===== src/rtl/lsu_byte_seq_if.sv =====
// Byte-wide data memory bus between lsu_byte_seq and its memory.
// MRdData is registered: it returns the byte addressed one cycle earlier.
interface lsu_byte_seq_if #(
  parameter int ADDR_W = 6
);
  logic [ADDR_W-1:0] MAd;
  logic [7:0]        MWrData;
  logic              MemWr;
  logic [7:0]        MRdData;

  modport master (
    output MAd,
    output MWrData,
    output MemWr,
    input  MRdData
  );

  modport slave (
    input  MAd,
    input  MWrData,
    input  MemWr,
    output MRdData
  );
endinterface


===== src/rtl/lsu_byte_seq.sv =====
// Byte-serial load/store sequencer, little-endian, 32-bit extended loads.
// Define LSU_ALIGN_CHECK_EN to reject misaligned half/word requests.
module lsu_byte_seq #(
  parameter int ADDR_W = 6
) (
  input  logic        Clk,
  input  logic        Reset,
  input  logic        Req,
  input  logic        Wr,
  input  logic [1:0]  Size,
  input  logic        Signed,
  input  logic [31:0] Addr,
  input  logic [31:0] WData,
  output logic        Busy,
  output logic        Done,
  output logic [31:0] RData,
  output logic        Misalign,
  lsu_byte_seq_if.master mem
);

  typedef enum logic [1:0] {
    IDLE,
    XFER,
    LAST,
    DONE
  } state_t;

  state_t            state;
  logic [1:0]        cnt;
  logic [1:0]        last;
  logic              wr_q;
  logic              sgn_q;
  logic [ADDR_W-1:0] base;
  logic [31:0]       wdat;
  logic [31:0]       buf_q;

  logic [1:0]  nlast;
  logic [1:0]  prv;
  logic        bad;
  logic [31:0] full;
  logic [31:0] res;

  wire unused_ok = &{1'b0, Addr[31:ADDR_W]};

  always_comb begin
    nlast = 2'd3;
    unique case (1'b1)
      Size == 2'b00: nlast = 2'd0;
      Size == 2'b01: nlast = 2'd1;
      default:       nlast = 2'd3;
    endcase
  end

`ifdef LSU_ALIGN_CHECK_EN
  assign bad = (Size == 2'b01 && Addr[0])
            || (Size[1] && Addr[1:0] != 2'b00);
`else
  assign bad = 1'b0;
`endif

  assign prv = cnt - 2'd1;

  // Top byte arrives on MRdData in the same cycle the result is latched.
  always_comb begin
    full = buf_q;
    full[{last, 3'b000} +: 8] = mem.MRdData;
    res = full;
    unique case (last)
      2'd0:    res = {{24{sgn_q & full[7]}}, full[7:0]};
      2'd1:    res = {{16{sgn_q & full[15]}}, full[15:0]};
      default: res = full;
    endcase
  end

  always_ff @(posedge Clk or posedge Reset) begin
    if (Reset) begin
      state    <= IDLE;
      cnt      <= 2'd0;
      last     <= 2'd0;
      wr_q     <= 1'b0;
      sgn_q    <= 1'b0;
      base     <= '0;
      wdat     <= 32'd0;
      buf_q    <= 32'd0;
      RData    <= 32'd0;
      Misalign <= 1'b0;
      Busy     <= 1'b0;
      Done     <= 1'b0;
    end else begin
      Done <= 1'b0;
      unique case (state)
        IDLE: if (Req) begin
          wr_q     <= Wr;
          sgn_q    <= Signed;
          last     <= nlast;
          base     <= Addr[ADDR_W-1:0];
          wdat     <= WData;
          cnt      <= 2'd0;
          buf_q    <= 32'd0;
          Misalign <= bad;
          Busy     <= 1'b1;
          if (bad) begin
            state <= DONE;
            Done  <= 1'b1;
          end else begin
            state <= XFER;
          end
        end
        XFER: begin
          cnt <= cnt + 2'd1;
          if (!wr_q && cnt != 2'd0)
            buf_q[{prv, 3'b000} +: 8] <= mem.MRdData;
          if (cnt == last) begin
            if (wr_q) begin
              state <= DONE;
              Done  <= 1'b1;
            end else begin
              state <= LAST;
            end
          end
        end
        LAST: begin
          RData <= res;
          state <= DONE;
          Done  <= 1'b1;
        end
        DONE: begin
          state <= IDLE;
          Busy  <= 1'b0;
        end
        default: begin
          state <= IDLE;
          Busy  <= 1'b0;
        end
      endcase
    end
  end

  assign mem.MemWr   = (state == XFER) && wr_q;
  assign mem.MAd     = (state == XFER) ? base + ADDR_W'(cnt) : '0;
  assign mem.MWrData = (state == XFER) ? wdat[{cnt, 3'b000} +: 8]
                                       : 8'h00;

endmodule

===== src/flat_wrapper.sv =====
// flat-port wrapper written by rule: the top's interface ports become plain ports
module lsu_byte_seq_flat 
#(
  parameter int ADDR_W = 6
)
  (Clk, Reset, Req, Wr, Size, Signed, Addr, WData, Busy, Done, RData, Misalign, mem_MAd, mem_MWrData, mem_MemWr, mem_MRdData);
  lsu_byte_seq_if #(.ADDR_W(ADDR_W)) mem_i ();
  input  logic Clk;
  input  logic Reset;
  input  logic Req;
  input  logic Wr;
  input  logic [1:0] Size;
  input  logic Signed;
  input  logic [31:0] Addr;
  input  logic [31:0] WData;
  output logic Busy;
  output logic Done;
  output logic [31:0] RData;
  output logic Misalign;
  output wire logic [$bits(mem_i.MAd)-1:0] mem_MAd;
  output wire logic [$bits(mem_i.MWrData)-1:0] mem_MWrData;
  output wire logic [$bits(mem_i.MemWr)-1:0] mem_MemWr;
  input wire logic [$bits(mem_i.MRdData)-1:0] mem_MRdData;
  assign mem_MAd = mem_i.MAd;
  assign mem_MWrData = mem_i.MWrData;
  assign mem_MemWr = mem_i.MemWr;
  assign mem_i.MRdData = mem_MRdData;
  lsu_byte_seq #(.ADDR_W(ADDR_W)) u_core (.Clk(Clk), .Reset(Reset), .Req(Req), .Wr(Wr), .Size(Size), .Signed(Signed), .Addr(Addr), .WData(WData), .Busy(Busy), .Done(Done), .RData(RData), .Misalign(Misalign), .mem(mem_i));
endmodule

===== config.mk =====
export PLATFORM = sky130hd
export DESIGN_NAME = lsu_byte_seq_flat
export DESIGN_NICKNAME = d
export VERILOG_FILES = /design/src/rtl/lsu_byte_seq_if.sv /design/src/rtl/lsu_byte_seq.sv /design/src/flat_wrapper.sv
export SDC_FILE = /design/constraint.sdc
export NUM_CORES = 1
export LEC_CHECK = 0
export CORE_ASPECT_RATIO = 1.75
export CORE_MARGIN = 2
export CORE_UTILIZATION = 43
export DETAILED_ROUTE_END_ITERATION = 10
export PLACE_DENSITY = 0.69
export SLEW_MARGIN = 10
export SYNTH_ARGS = -nofsm -noshare
export SYNTH_HDL_FRONTEND = slang
export SYNTH_SLANG_ARGS = --single-unit
export TNS_END_PERCENT = 100

===== constraint.sdc =====
create_clock -name Clk -period 4.45 [get_ports Clk]
set_input_delay 0.89 -clock Clk [delete_from_list [all_inputs] [get_ports Clk]]
set_output_delay 0.89 -clock Clk [all_outputs]
set_load 0.05 [all_outputs]

# --- Word level (Yosys, flattened, before mapping) ---
# Cells that the tools add are included.
# Widths: inputs -> output; s select.
word_totals:
  ff_bits: 112
  latch_bits: 0
  ram_bits: 0
  rom_bits: 0
  inputBits: 79
  n_memories: 0
op_classes:
  add_sub_neg: 5
  multipliers: 0
  n_div: 0
  magnitude_cmp: 0
  eq_ne: 9
  shift: 5
  mux: 20
  bitwise: 2
  n_reduce_logical: 14
op_table:
  columns: ["op", "count"]
  rows:
  - ["$pmux 32 s2", 2]
  - ["$bwmux 32", 2]
  - ["$mux 32", 2]
  - ["$shift 8x7->32 const A", 2]
  - ["$shiftx 8x7->32", 2]
  - ["$shiftx 32x6->8", 1]
  - ["$neg 5->7", 2]
  - ["$mux 8", 1]
  - ["$pmux 2 s2", 2]
  - ["$pmux 2 s4", 1]
  - ["$reduce_and 2->1", 4]
  - ["$add 6x2->6", 1]
  - ["$eq 2x1->1 const B", 3]
  - ["$logic_not 2->1", 3]
  - ["$mux 2", 3]
  - ["$mux 6", 1]
  - ["$reduce_bool 2->1", 3]
  - ["$eq 2x2->1 const B", 2]
  - ["$mux 1", 4]
  - ["$ne 2x1->1 const B", 2]
  - ["$pmux 1 s2", 2]
  - ["$reduce_and 3->1", 1]
  - ["$add 2x1->2 const B", 1]
  - ["$and 1x1->1", 2]
  - ["other kinds (5)", 6]

# --- Depth between registers and ports, before layout ---
# Gate-level depths: netlist of the first run.
logic_depth:
  word_depth: 6
  depth_mapped: 9

# --- Worst setup path before layout of the first run ---
# Ideal clock, no wire load.
synth_path:
  path_kind: "register to output"
  from: "register u_core.cnt[1]"
  to: "output mem_MAd[4]"
  t_arrival_ps: 2828
  t_required_ps: 3560
  path_slack_ps: 732
  stages_incl_launch_ff: 6
  cell_sequence: "dfrtp_1 clkbuf_1 inv_1 fa_1 or3_1 a21boi_0"
synth_between:
  elab_chain_len: 2
synth_rtl:
  columns: ["item", "line_no", "rtl"]
  rows:
  - ["start: declaration", "lsu_byte_seq.sv:29", "logic [1:0] cnt;"]
  - ["start signal: assignment", "lsu_byte_seq.sv:110", "cnt <= cnt + 2'd1;"]
  - ["$add 6x2->6", "lsu_byte_seq.sv:140", "assign mem.MAd = (state == XFER) ? base + ADDR_W'(cnt) : '0;"]
  - ["$mux 6", "lsu_byte_seq.sv:140", null]
  - ["end: declaration", "flat_wrapper.sv:20", "output wire logic [$bits(mem_i.MAd)-1:0] mem_MAd;"]
# Every way passes these cells.

# --- Worst setup path in the final report of the first run ---
# Ends and elaborated chain as after synthesis.

==> summary.md, run 1 <==
| Metric | Value |
|---|---|
| Status | complete, no violations |
| CTS Sinks | around 110 |
| Power, Total | roughly 5.4 mW |
| Synth cell count leaders | 112 x dfrtp_1, 42 x mux2_2, 42 x nand2_1, 32 x nor2_1, 26 x a21oi_1 |
| #FFs+latches synth | approximately 110 |
| Clock slew at reported path FFs | ~0.070 ns |
| # Post-CTS Setup Buffers | 0 |
| Crit path time final | between 3 and 4 ns |
| Post-synthesis net count | 566 |
| Leak | 2.852 nW |
| Port Buffers | between 100 and 150 |
| Final ANT Viol Nets | 0 |
| Synth top area cells | dfrtp_1 52%, mux2_2 8.7%, ha_1 3.7% |
| Placed Cells | just over 700 |
| H-tree Lvls | 3 |
| Die X | 88.77 µm |
| Initial antenna violation count | 0 |
| Most area-hungry cell type in the Yosys netlist | dfrtp_1 |
| Startpoint Class | flip-flop |
| CTS max path bufs | 2 |
| Cells after Synth | 470 |
| Placer Congestion | 0.8225 |
| Non-Filler Instances | 735 |
| Slew Limit Fails | 0 |
| Vias | 3840 |
| Top-count cell post-synth | dfrtp_1 |
| I/O pin count | 129 |
| Pin count of the biggest net entering global routing | 80 |
| F_max | 0.2676 GHz |
| Worst Tran Pin Value | just over 1 ns |
| Via-to-Cell Ratio | between 5 and 6 |
| Cell Rows | between 50 and 60 |
| Worst-Skew Late Latency | about 0.34 ns |
| First-pass GRT wire length | 20250 µm |
| Post-synth EDFFs | 0 |
| Clock Skew | about 0.0044 ns |
| RSZ-0062 raised after global routing | no |
| Avg Synthesized Cell Area | ~12 µm² |
| Yosys cell types | 52 |
| Die Y | 152.4 µm |
| Total die area | ~14000 µm² |
| Seq/Total Area, Yosys | between 50% and 60% |
| Routed length per instance | between 15 and 20 µm |
| Max Cap Viol | 0 |
| CTS tree | built |
| Layout area overhead | 26.54% |
| Final hold viol count | 0 |
| PostCTS Resize Cnt | 0 |
| Setup TNS Final | 0 ns |
| CTS root buffer | clkbuf_16 |
| Endpoints failing setup | 0 |
| Core ar. | approximately 12000 µm² |
| YS warnings | 0 |
| Fraction of layout cells with a size suffix above 1 | between 15 and 20% |
| Top-area cell type share of the netlist area | 51.83% |
| Drt pass-1 iters | 4 |
| Worst hold path class | reg2reg |
| FF/Latch Area | ~2800 µm² |
| Vias in the first global route | about 4100 |
| CTS Buf Count | 9 |
| Drt drc | 0 |
| Power density cells | roughly 790 nW/µm² |
| CP Max Fanout | 14 |
| Total GRT Usage | just under 20% |
| Required @ worst endpoint | ~3.6 ns |
| Synth Flop Type | dfrtp_1 |
| Critical Path End Type | output port |
| Mapped Area | roughly 5400 µm² |
| Total wire length | roughly 12000 µm |
| Critical path class | reg2out |
| Total gr overflow | 0 |
| Peak supply drop | approximately 0.44 mV |
| Rel. slew slack | about a third |
| Hpwl dp | ~9000 µm |
| NumNets Final | 658 |
| Initial drt markers | between 200 and 250 |
| Arrival @ worst endpoint | approximately 2.9 ns |
| Post-CTS Hold Fix Bufs | 0 |
| Ant. Diodes | 0 |
| Final Cycle Share | 83.97% |
| Multi-input gate area | ~2400 µm² |
| Post-synthesis async set-or-reset flop share | 100.0% |
| Starting Density | 43.74% |
| Fillcell total | 1059 |
[final cells by class]
cell class | instances | area share [%]
Inverter | 13 | 0.7497
Clock inverter | 3 | 0.9508
Tap cell | 168 | 3.072
Clock buffer | 13 | 3.657
Timing Repair Buffer | 107 | 15.43
Sequential cell | 112 | 40.96
Multi-Input combinational cell | 319 | 35.18
[flip-flops by register name, indices dropped and copies added, names as in the netlist]
| name | count |
|---|---|
| u_core.buf_q | 32 |
| u_core.state | 2 |
| u_core.wr_q | 1 |
| u_core.wdat | 32 |
| u_core.last | 2 |
| u_core.Busy | 1 |
| u_core.base | 6 |
| u_core.Done | 1 |
| u_core.cnt | 2 |
| u_core.sgn_q | 1 |
| u_core.RData | 32 |
[layer usage]
layer | global-route usage [%] | routed length, µm
met4 | 8.225 | 345
met5 | 0 | 0
met3 | 3.846 | 593
met2 | 34.19 | 6675
met1 | 22.39 | 4613
[through the flow]
step | utilization (%) | instance area (µm²) | setup WS, ns | hold slack, ns
6_report | 55.34 | 6843 | 0.7132 | 0.4785
5_1_grt | 55.34 | 6843 | 0.5692 | 0.4928
4_1_cts | 55.34 | 6843 | 0.6694 | 0.4853
3_5_place_dp | 52.79 | 6528 | 1.044 | 0.4643
3_3_place_gp | 52.79 | 6528 | 1.046 | 0.4604
2_1_floorplan | - | 5408 | 0.6010 | 0.4437
[critical path: stages (launching register included)]
cell,delay (ns)
dfrtp_1,0.32
buf_4,0.23
inv_1,0.13
fa_1,0.45
or3_1,0.38
a21boi_0,0.17
clkdlybuf4s50_1,0.82
[cell families after synthesis]
logic type	Yosys count	synth area share, %
other	1	0.06935
buffers and inverters	39	3.702
multiplexers	52	12.45
flip-flops	112	51.83
AO/OA/AOI/OAI	97	12.93
AND/OR/NAND/NOR	147	14.14
adder cells (fa/ha/maj)	17	4.072
XOR/XNOR	5	0.8098
[cell usage in the layout, fill, tap and decap left out, types with 3 or more instances in the layout]
cell	synthesis	routed
nor2_1	32	32
and2b_1	3	3
dfrtp_1	112	112
nand2_1	42	41
clkbuf_16	0	9
o22a_2	6	6
mux4_2	8	8
o21ai_0	21	21
nand4_1	10	10
xnor2_1	5	5
clkdlybuf4s50_1	0	101
nand2b_1	14	14
clkbuf_1	11	3
buf_4	3	6
nor2b_1	10	10
mux2_2	42	42
a22oi_1	6	6
nand3b_1	4	4
and2_1	21	21
inv_1	12	11
o22a_1	10	10
ha_1	16	16
a21oi_1	26	26
a22o_1	8	8
a221oi_1	7	7
[report_power, final]
part	internal (mW)	switching (mW)	total [mW]
logic	1.15	1.76	2.92
clock network	0.509	0.345	0.853
registers	1.41	0.232	1.64
[path summary, 6_finish.rpt]
| check | to | start | slack (ns) | cells past startpoint |
|---|---|---|---|---|
| worst max-delay path | mem_MAd[4] | u_core.cnt[1] | 0.71 | 6 |
| worst min-delay path | u_core.RData[15] | u_core.RData[15] | 0.48 | 1 |
| worst max register to register | u_core.RData[31] | u_core.last[0] | 2.00 | 6 |
| worst min register to register | u_core.RData[15] | u_core.RData[15] | 0.48 | 1 |
| max in group asynchronous | u_core.wdat[7] | Reset | 2.48 | 3 |
| min in group asynchronous | u_core.base[5] | Reset | 1.11 | 2 |
Note: power is estimated with default switching activity, not from simulation.
==> run 2: changes to the inputs <==
--- a/config.mk
+++ b/config.mk
@@ -9,7 +9,7 @@
 export CORE_MARGIN = 2
 export CORE_UTILIZATION = 43
 export DETAILED_ROUTE_END_ITERATION = 10
-export PLACE_DENSITY = 0.69
+export PLACE_DENSITY = 0.71
 export SLEW_MARGIN = 10
 export SYNTH_ARGS = -nofsm -noshare
 export SYNTH_HDL_FRONTEND = slang
==> constraint.sdc (replaced) <==
create_clock -name Clk -period 3.03 [get_ports Clk]
set_input_delay 0.606 -clock Clk [delete_from_list [all_inputs] [get_ports Clk]]
set_output_delay 0.606 -clock Clk [all_outputs]
set_load 0.05 [all_outputs]
==> run 2 against run 1 <==
Sequential cell count did not move. Power increased by 48%. Hold slack better by 0.0039 ns. Worst setup slack lost 0.40 ns. Clock skew increased by 0.0067 ns. Largest cell class unchanged. Largest power group unchanged.
==> summary.md, run 2 (synthesis gave the netlist of run 1 again) <==
| Metric | Value |
|---|---|
| First-pass GRT wire length | 20380 µm (was 20250 µm) |
| Core ar. | 12360 µm² (unchanged) |
| Design Area, Final | 6922 µm² (was 6843 µm²) |
| Drt pass-1 iters | 4 (unchanged) |
| Die Y | 152.4 µm (unchanged) |
| Starting Density | 43.74% (unchanged) |
| Initial drt markers | 233 (was 225) |
| Status | complete, no violations (unchanged) |
| CTS Buf Count | 9 (unchanged) |
| Setup TNS Final | 0 ns (unchanged) |
| Via-to-Cell Ratio | 5.267 (was 5.224) |
| Clock network power share | 15.2% (was 15.8%) |
| Max Cap Viol | 0 (unchanged) |
| Power, Total | 8.023 mW (was 5.414 mW) |
| Peak supply drop | 0.6448 mV (was 0.4359 mV) |
| Power density cells | 1159 nW/µm² (was 791.2 nW/µm²) |
| Clock slew at reported path FFs | 0.07 ns (about the same) |
| Ant. Diodes | 0 (unchanged) |
| CTS max path bufs | 2 (unchanged) |
| Total GRT Usage | 19.47% (was 19.49%) |
| Rel. slew slack | 58.36% (was 32.32%) |
| Combinational fraction of design power | 54.8% (was 53.9%) |
| F_max | approximately 0.37 GHz |
| Critical hold path startpoint | u_core.buf_q[29] (was u_core.RData[15]) |
| NumNets Final | 661 (was 658) |
| Total gr overflow | 0 (unchanged) |
| Cell depth of the worst flop-to-flop path | 6 (unchanged) |
| Pin count of the biggest net entering global routing | 56 (was 80) |
| Port Buffers | 101 (unchanged) |
| Fraction of layout cells with a size suffix above 1 | 19.12% (was 15.34%) |
| Internal power | 4.490 mW (was 3.074 mW) |
| CTS tree | built (unchanged) |
| Final Cycle Share | about nine tenths |
| Most frequent cells in the layout | 112 x dfrtp_1, 86 x clkdlybuf4s50_1, 42 x mux2_2 (was 112 x dfrtp_1, 101 x clkdlybuf4s50_1, 42 x mux2_2) |
| FF-to-FF End | u_core.RData[27] (was u_core.RData[31]) |
| Vias in the first global route | 4062 (was 4085) |
| H-tree Lvls | 3 (unchanged) |
| Post-DP Area | 6618 µm² (was 6528 µm²) |
| CTS Sinks | 112 (unchanged) |
| Leak | 2.905 nW (was 2.852 nW) |
| Startpoint Class | flip-flop (unchanged) |
| Critical R2R Launch | u_core.last[0] (unchanged) |
| Hold Path Sink | u_core.buf_q[29] (was u_core.RData[15]) |
| Largest regs | u_core.RData x32, u_core.buf_q x32, u_core.wdat x32 (unchanged) |
| Critical path class | reg2out (unchanged) |
| DP Worst Slack | 0.6046 ns (was 1.044 ns) |
| Worst-Skew Late Latency | 0.35 ns (was 0.34 ns) |
| Initial antenna violation count | 0 (unchanged) |
| Total die area | 13520 µm² (unchanged) |
| Min-Delay Path Depth | 1 (unchanged) |
| Sw power | 3.533 mW (was 2.340 mW) |
| R2R Setup Slk | 0.63 ns (was 2.00 ns) |
| Slew Limit Fails | 0 (unchanged) |
| Cell Rows | 54 (unchanged) |
| Vias | 3887 (was 3840) |
| Worst Tran Pin Value | 0.6232 ns (was 1.012 ns) |
| Post-CTS Hold Fix Bufs | 0 (unchanged) |
| Switching share of power | 44.04% (was 43.23%) |
| Placer Congestion | 0.8376 (was 0.8225) |
| CP Max Fanout | 3 (was 14) |
| RSZ-0062 raised after global routing | no (unchanged) |
| I/O pin count | 129 (unchanged) |
| Layout area overhead | 28.00% (was 26.54%) |
| PostCTS Resize Cnt | 0 (unchanged) |
| Endpoints failing setup | 0 (unchanged) |
| # Post-CTS Setup Buffers | 0 (unchanged) |
| Final hold viol count | 0 (unchanged) |
| Routed length per instance | 16.76 µm (was 16.64 µm) |
| Crit path time final | 2.721 ns |
| Arrival @ worst endpoint | 2.11 ns (was 2.85 ns) |
| Commonest non-fill, non-tap cell in the layout | dfrtp_1 (unchanged) |
| Final ANT Viol Nets | 0 (unchanged) |
| Sequential power share | 30.0% (was 30.4%) |
| WHS | 0.4823 ns (was 0.4785 ns) |
| Total wire length | 12370 µm (was 12230 µm) |
| CTS root buffer | clkbuf_16 (unchanged) |
| Required @ worst endpoint | 2.42 ns (was 3.56 ns) |
| Final worst slack | 0.3093 ns (was 0.7132 ns) |
| Hpwl dp | 9134 µm (was 8989 µm) |
| Critical Path End Type | output port (unchanged) |
| Clock Skew | 0.01109 ns (was 0.004410 ns) |
| Drt drc | 0 (unchanged) |
| Die X | 88.77 µm (unchanged) |
| Worst hold path class | reg2reg (unchanged) |
==> run 2: changes by cell type in the layout (fill, tap and decap cells not counted), moves of 2 or more <==
| cell | previous run | this run |
|---|---|---|
| inv_6 | 0 | 2 |
| clkbuf_1 | 3 | 0 |
| buf_4 | 6 | 16 |
| buf_12 | 0 | 8 |
| clkinvlp_4 | 0 | 4 |
| clkdlybuf4s50_1 | 101 | 86 |
==> run 2: power by group through the flow <==
stage | clock network (mW) | logic [mW] | registers [mW]
2_1_floorplan | 0 | 2.41 | 3.17
3_3_place_gp | 0 | 4.32 | 2.41
3_5_place_dp | 0 | 4.43 | 2.45
4_1_cts | 1.24 | 4.44 | 2.42
5_1_grt | 1.31 | 4.73 | 2.49
6_report | 1.22 | 4.40 | 2.41
==> run 2: metrics by stage <==
step,util [%],instances
global placement,53.52,722
detailed placement,53.52,722
floorplan,-,470
global route,55.98,738
CTS,55.98,738
finish,55.98,738
==> run 2: critical path: stages, from the launching register on <==
cell      delay [ns]
dfrtp_1         0.35
ha_1            0.17
inv_1           0.06
fa_1            0.42
or3_1           0.41
a21boi_2        0.20
buf_12          0.16
==> run 2: final cells by class <==
class,count,area [µm²]
inverters,13,52.55
well taps,168,210.2
flip-flops and latches,112,2803
clock buffers,9,225.2
fillers,1053,5443
repair buffers,110,1141
clock inverters,7,78.83
multi-input cells,319,2411
==> run 2: layer usage <==
layer	vias up	part of all wire [%]	GRT usage, %
li1	1836	-	-
met1	1936	40	23.67
met2	102	54	33.23
met3	13	4.5	4.930
met4	0	1.7	5.988
met5	-	0	0
==> run 2: worst max-delay path by stage <==
stage	depth (start not counted)	from	endpoint
floorplan	5	u_core.cnt[1]	mem_MAd[4]
CTS	6	u_core.base[0]	mem_MAd[4]
finish	6	u_core.base[0]	mem_MAd[4]
global route	6	u_core.base[0]	mem_MAd[4]
global placement	4	Req	u_core.buf_q[21]
detailed placement	4	Req	u_core.buf_q[20]
